==> config.mk <==
export PLATFORM = sky130hd
export DESIGN_NAME = rv32_control_unit
export DESIGN_NICKNAME = d
export VERILOG_FILES = /design/src/rtl/rv32_control_unit.sv
export SDC_FILE = /design/constraint.sdc
export NUM_CORES = 1
export LEC_CHECK = 0
export CELL_PAD_IN_SITES_DETAIL_PLACEMENT = 0
export CELL_PAD_IN_SITES_GLOBAL_PLACEMENT = 1
export CORE_MARGIN = 8
export CORE_UTILIZATION = 33
export DETAILED_ROUTE_END_ITERATION = 7
export PLACE_DENSITY = 0.94
export SYNTH_ARGS = -nofsm -noshare
export SYNTH_HDL_FRONTEND = slang
export SYNTH_SLANG_ARGS = --single-unit
==> constraint.sdc <==
create_clock -name clk -period 2.9 [get_ports clk]
set_input_delay 0.435 -clock clk [delete_from_list [all_inputs] [get_ports clk]]
set_output_delay 0.435 -clock clk [all_outputs]
set_load 0.005 [all_outputs]
==> src/rtl/rv32_control_unit.sv <==
// Registered RV32I decoder: turns the fetched instruction word into ALU op, immediate,
// register addresses, load/store sub-ops and enables, all presented one cycle later.
module rv32_control_unit (
  input  logic        clk,
  input  logic        reset,
  input  logic [31:0] instruction,
  output logic [4:0]  alu_op,
  output logic [11:0] immediate,
  output logic [2:0]  load_operation,
  output logic [2:0]  store_operation,
  output logic        jump,
  output logic [4:0]  reg_read_address1,
  output logic [4:0]  reg_read_address2,
  output logic [4:0]  reg_write_address,
  output logic        mem_read_enable,
  output logic        mem_write_enable,
  output logic        reg_read_enable,
  output logic        reg_write_enable,
  output logic        illegal
);

  // No handshake: a fresh decode is registered every cycle, valid one cycle after the
  // instruction is sampled; reset forces the NOP decode.
  localparam logic [6:0] OP_R     = 7'b0110011;
  localparam logic [6:0] OP_I     = 7'b0010011;
  localparam logic [6:0] OP_LOAD  = 7'b0000011;
  localparam logic [6:0] OP_STORE = 7'b0100011;
  localparam logic [6:0] OP_JALR  = 7'b1100111;
  localparam logic [4:0] ALU_NOP  = 5'd31;

  logic [6:0] opcode;
  logic [2:0] funct3;
  logic [6:0] funct7;
  logic [4:0] rs1, rs2, rd;

  assign opcode = instruction[6:0];
  assign funct3 = instruction[14:12];
  assign funct7 = instruction[31:25];
  assign rs1    = instruction[19:15];
  assign rs2    = instruction[24:20];
  assign rd     = instruction[11:7];

  logic [4:0]  d_alu;
  logic [11:0] d_imm;
  logic [2:0]  d_ld, d_st;
  logic        d_jump;
  logic [4:0]  d_rs1, d_rs2, d_rd;
  logic        d_mre, d_mwe, d_rre, d_rwe, d_ill;
  logic        writes_rd;

  always_comb begin
    d_alu     = ALU_NOP;
    d_imm     = 12'd0;
    d_ld      = 3'd0;
    d_st      = 3'd0;
    d_jump    = 1'b0;
    d_rs1     = 5'd0;
    d_rs2     = 5'd0;
    d_rd      = 5'd0;
    d_mre     = 1'b0;
    d_mwe     = 1'b0;
    d_rre     = 1'b0;
    d_rwe     = 1'b0;
    d_ill     = 1'b0;
    writes_rd = 1'b0;

    case (opcode)
      OP_R: begin
        d_rs1     = rs1;
        d_rs2     = rs2;
        d_rd      = rd;
        writes_rd = 1'b1;
        case (funct3)
          3'b000:  d_alu = funct7[5] ? 5'd1 : 5'd0;
          3'b001:  d_alu = 5'd2;
          3'b010:  d_alu = 5'd3;
          3'b011:  d_alu = 5'd4;
          3'b100:  d_alu = 5'd5;
          3'b101:  d_alu = funct7[5] ? 5'd7 : 5'd6;
          3'b110:  d_alu = 5'd8;
          default: d_alu = 5'd9;
        endcase
        // Only SUB and SRA may carry the alternate funct7.
        if (!(funct7 == 7'b0000000 ||
              (funct7 == 7'b0100000 && (funct3 == 3'b000 || funct3 == 3'b101))))
          d_ill = 1'b1;
      end
      OP_I: begin
        d_rs1     = rs1;
        d_rd      = rd;
        d_imm     = instruction[31:20];
        writes_rd = 1'b1;
        case (funct3)
          3'b000: d_alu = 5'd10;
          3'b010: d_alu = 5'd11;
          3'b011: d_alu = 5'd12;
          3'b100: d_alu = 5'd13;
          3'b110: d_alu = 5'd14;
          3'b111: d_alu = 5'd15;
          3'b001: begin
            d_alu = 5'd16;
            d_imm = {7'd0, rs2};
            if (funct7 != 7'b0000000) d_ill = 1'b1;
          end
          default: begin
            d_alu = instruction[30] ? 5'd18 : 5'd17;
            d_imm = {7'd0, rs2};
            if ({instruction[31], instruction[29:25]} != 6'd0) d_ill = 1'b1;
          end
        endcase
      end
      OP_LOAD: begin
        d_alu     = 5'd19;
        d_rs1     = rs1;
        d_rd      = rd;
        d_imm     = instruction[31:20];
        d_ld      = funct3;
        d_mre     = 1'b1;
        writes_rd = 1'b1;
        if (funct3 == 3'b011 || funct3 == 3'b110 || funct3 == 3'b111) d_ill = 1'b1;
      end
      OP_STORE: begin
        d_alu = 5'd20;
        d_rs1 = rs1;
        d_rs2 = rs2;
        d_imm = {instruction[31:25], instruction[11:7]};
        d_st  = funct3;
        d_mwe = 1'b1;
        if (funct3 > 3'b010) d_ill = 1'b1;
      end
      OP_JALR: begin
        d_alu     = 5'd21;
        d_rs1     = rs1;
        d_rd      = rd;
        d_imm     = instruction[31:20];
        d_jump    = 1'b1;
        writes_rd = 1'b1;
        if (funct3 != 3'b000) d_ill = 1'b1;
      end
      default: d_ill = 1'b1;
    endcase

    // A malformed encoding must not leak any partial decode downstream.
    if (d_ill) begin
      d_alu  = ALU_NOP;
      d_imm  = 12'd0;
      d_ld   = 3'd0;
      d_st   = 3'd0;
      d_jump = 1'b0;
      d_rs1  = 5'd0;
      d_rs2  = 5'd0;
      d_rd   = 5'd0;
      d_mre  = 1'b0;
      d_mwe  = 1'b0;
    end else begin
      d_rre = 1'b1;
      d_rwe = writes_rd && (rd != 5'd0);
    end
  end

  always_ff @(posedge clk) begin
    if (reset) begin
      alu_op            <= ALU_NOP;
      immediate         <= 12'd0;
      load_operation    <= 3'd0;
      store_operation   <= 3'd0;
      jump              <= 1'b0;
      reg_read_address1 <= 5'd0;
      reg_read_address2 <= 5'd0;
      reg_write_address <= 5'd0;
      mem_read_enable   <= 1'b0;
      mem_write_enable  <= 1'b0;
      reg_read_enable   <= 1'b0;
      reg_write_enable  <= 1'b0;
      illegal           <= 1'b0;
    end else begin
      alu_op            <= d_alu;
      immediate         <= d_imm;
      load_operation    <= d_ld;
      store_operation   <= d_st;
      jump              <= d_jump;
      reg_read_address1 <= d_rs1;
      reg_read_address2 <= d_rs2;
      reg_write_address <= d_rd;
      mem_read_enable   <= d_mre;
      mem_write_enable  <= d_mwe;
      reg_read_enable   <= d_rre;
      reg_write_enable  <= d_rwe;
      illegal           <= d_ill;
    end
  end

endmodule

==> flow_summary.json <==
{
  "num_rows": 27,
  "area_delta_synth_final_pct": 55.43,
  "vias": 1728,
  "wl_um": 5255,
  "antenna_found_initial": 0,
  "critPathKind": "in2reg",
  "layout.cells.non_filler": 339,
  "core_area_um2": 5405,
  "synth_cell_types": 49,
  "drv_cap": 0,
  "grt_pass1_vias": 1745,
  "postCtsSetupRepairBufs": 0,
  "switchingPower_mw": 0.2853,
  "synth_top_flop_cell": "dfxtp_1",
  "cp_max_fo": 20,
  "htree_num_levels": 2,
  "vias_per_cell": 5.097,
  "layout_common_cells": "clkdlybuf4s50_1 (77), dfxtp_1 (44), and2_1 (19)",
  "hold_class": "in2reg",
  "worstSetupStartpointType": "input pin",
  "final_common_cell": "clkdlybuf4s50_1",
  "placed_cell_area_um2": 2713,
  "cts_buffers": 5,
  "regArea_um2": 880.8,
  "multi_input_area_um2": 873.3,
  "fin_tns_setup_ps": 0,
  "initial_core_util": 0.3366,
  "synth_edf_count": 0,
  "grt_pass1_wl_um": 8590,
  "sw_frac_of_total": 0.2319,
  "worst_slew_pin_slew_ps": 616.3,
  "syn_area_um2": 1819,
  "drv_slew": 0,
  "power_mw": 1.230,
  "drc": 0,
  "nNetsFinal": 300,
  "ctsResizeCount": 0,
  "hold_buffers": 0,
  "period_minus_slack_ps": 2359,
  "dp.final_hpwl_um": 4081,
  "final_hold_viol_count": 0,
  "power.internal_mw": 0.9447,
  "track_usage": 0.1307,
  "fillers": 501,
  "grt_max_degree": 21,
  "p_clk_frac": 0.385,
  "io_buffers": 77,
  "synth_nets": 216,
  "ys_seq_area_frac": 0.4842,
  "vdd_drop_max_mv": 0.2808,
  "arrival_ps": 2560,
  "end_kind": "flip-flop",
  "ys_seq_elements": 44,
  "async_flop_share": 0,
  "cts_tree": "done",
  "die_y_um": 90.25,
  "leakagePower_nw": 1.029,
  "die_w_um": 90.25,
  "wire_per_inst_um": 15.50,
  "cts_max_path_buffers": 2,
  "cts-root-buf": "clkbuf_8",
  "final_util": 0.5231,
  "rsz0062_at_grt": "false",
  "syn_inst": 182,
  "period_share": 0.8134,
  "drive_gt1_frac": 0.1049,
  "gr-total-overflow": 0,
  "synth_warnings": 0,
  "clk_pin_slew_ps": 90,
  "setup_viol": 0,
  "place_congestion": 0.8723,
  "seq_power_share": 0.494,
  "antenna_cells": 0,
  "dp_cells": 331,
  "die_area_um2": 8145,
  "outcome": "complete, no violations",
  "cts.sinks": 44,
  "firstDrtPassIters": 4,
  "drt_iter0_drc": 74,
  "timing.fmax_mhz": 423.9,
  "cp.required_ps": 3100,
  "powerDensity_nw_per_um2": 435.0,
  "relSlewSlack": 0.5876,
  "syn_area_per_cell_um2": 9.996,
  "fin_area_um2": 2828,
  "combinationalPowerShare": 0.121,
  "io_pins": 78,
  "ant_nets": 0
}
-- worst max-delay path, stage by stage --
cell,delay (ps)
clkdlybuf4s50_1,730
nor2b_1,280
o221ai_1,240
a31oi_4,400
nor3_4,70
buf_4,200
and4_1,200
-- through the flow --
stage	hold slack (ps)	setup slack, ps
finish	687.8	541.2
global route	690.2	470.5
CTS	683.7	553.0
detailed placement	1009	236.3
global placement	1006	278.2
floorplan	507.4	864.5
-- layout make-up --
class,instances,area share
clock buffers,5,0.02434
clock inverters,3,0.01637
inverters,4,0.005310
multi-input cells,123,0.3088
flip-flops and latches,44,0.3115
well taps,72,0.03186
repair buffers,88,0.3018
-- logic make-up after synthesis --
logic type / synth area share
buffers and inverters: 0.03576
adder cells (fa/ha/maj): 0.005502
AO/OA/AOI/OAI: 0.1809
AND/OR/NAND/NOR: 0.2868
flip-flops: 0.4842
XOR/XNOR: 0.004815
other: 0.002061
-- worst paths after layout --
kind	start	end	slack, ps	depth (start not counted)
max	instruction[5]	reg_read_address2[1]$_SDFF_PP0_	540	7
min	instruction[17]	reg_read_address1[2]$_SDFF_PP0_	690	2
-- power groups by stage --
| stage | Clock (mW) | Combinational (mW) | Sequential, mW |
|---|---|---|---|
| after floorplan | 0 | 0.0608 | 0.623 |
| after global placement | 0 | 0.146 | 0.622 |
| after detailed placement | 0 | 0.147 | 0.622 |
| after CTS | 0.484 | 0.148 | 0.608 |
| after global routing | 0.515 | 0.160 | 0.609 |
| final | 0.474 | 0.148 | 0.608 |
-- metal layers --
metal	GRT usage	up-vias	wire length, um
li1	-	841	-
met1	0.1489	794	2062
met2	0.2055	84	2470
met3	0.06567	9	634
met4	0.04716	0	87
met5	0	-	0
-- sequential cells by signal, indices dropped and copies added (netlist names) --
name	flops
alu_op	5
illegal	1
immediate	12
jump	1
load_operation	3
mem_read_enable	1
mem_write_enable	1
reg_read_address1	5
reg_read_address2	5
reg_read_enable	1
reg_write_address	5
reg_write_enable	1
store_operation	3
-- Yosys cell counts (2+ instances only) --
cell type | n | area share
a21oi_1 | 8 | 0.022
a22o_1 | 5 | 0.024
a22oi_1 | 6 | 0.025
and2_1 | 19 | 0.065
and3_1 | 2 | 0.0069
and3b_1 | 2 | 0.0096
and4_1 | 7 | 0.034
buf_4 | 2 | 0.0083
clkbuf_1 | 7 | 0.014
dfxtp_1 | 44 | 0.48
inv_1 | 4 | 0.0083
nand2_1 | 5 | 0.010
nand2b_1 | 2 | 0.0069
nand3_1 | 5 | 0.014
nand3b_1 | 3 | 0.012
nor2_1 | 7 | 0.014
nor2b_1 | 3 | 0.010
nor3_1 | 4 | 0.011
nor4_1 | 8 | 0.028
nor4b_2 | 2 | 0.017
o211ai_1 | 2 | 0.0083
o21ai_0 | 8 | 0.022
Power figures use the tool's default switching activity.
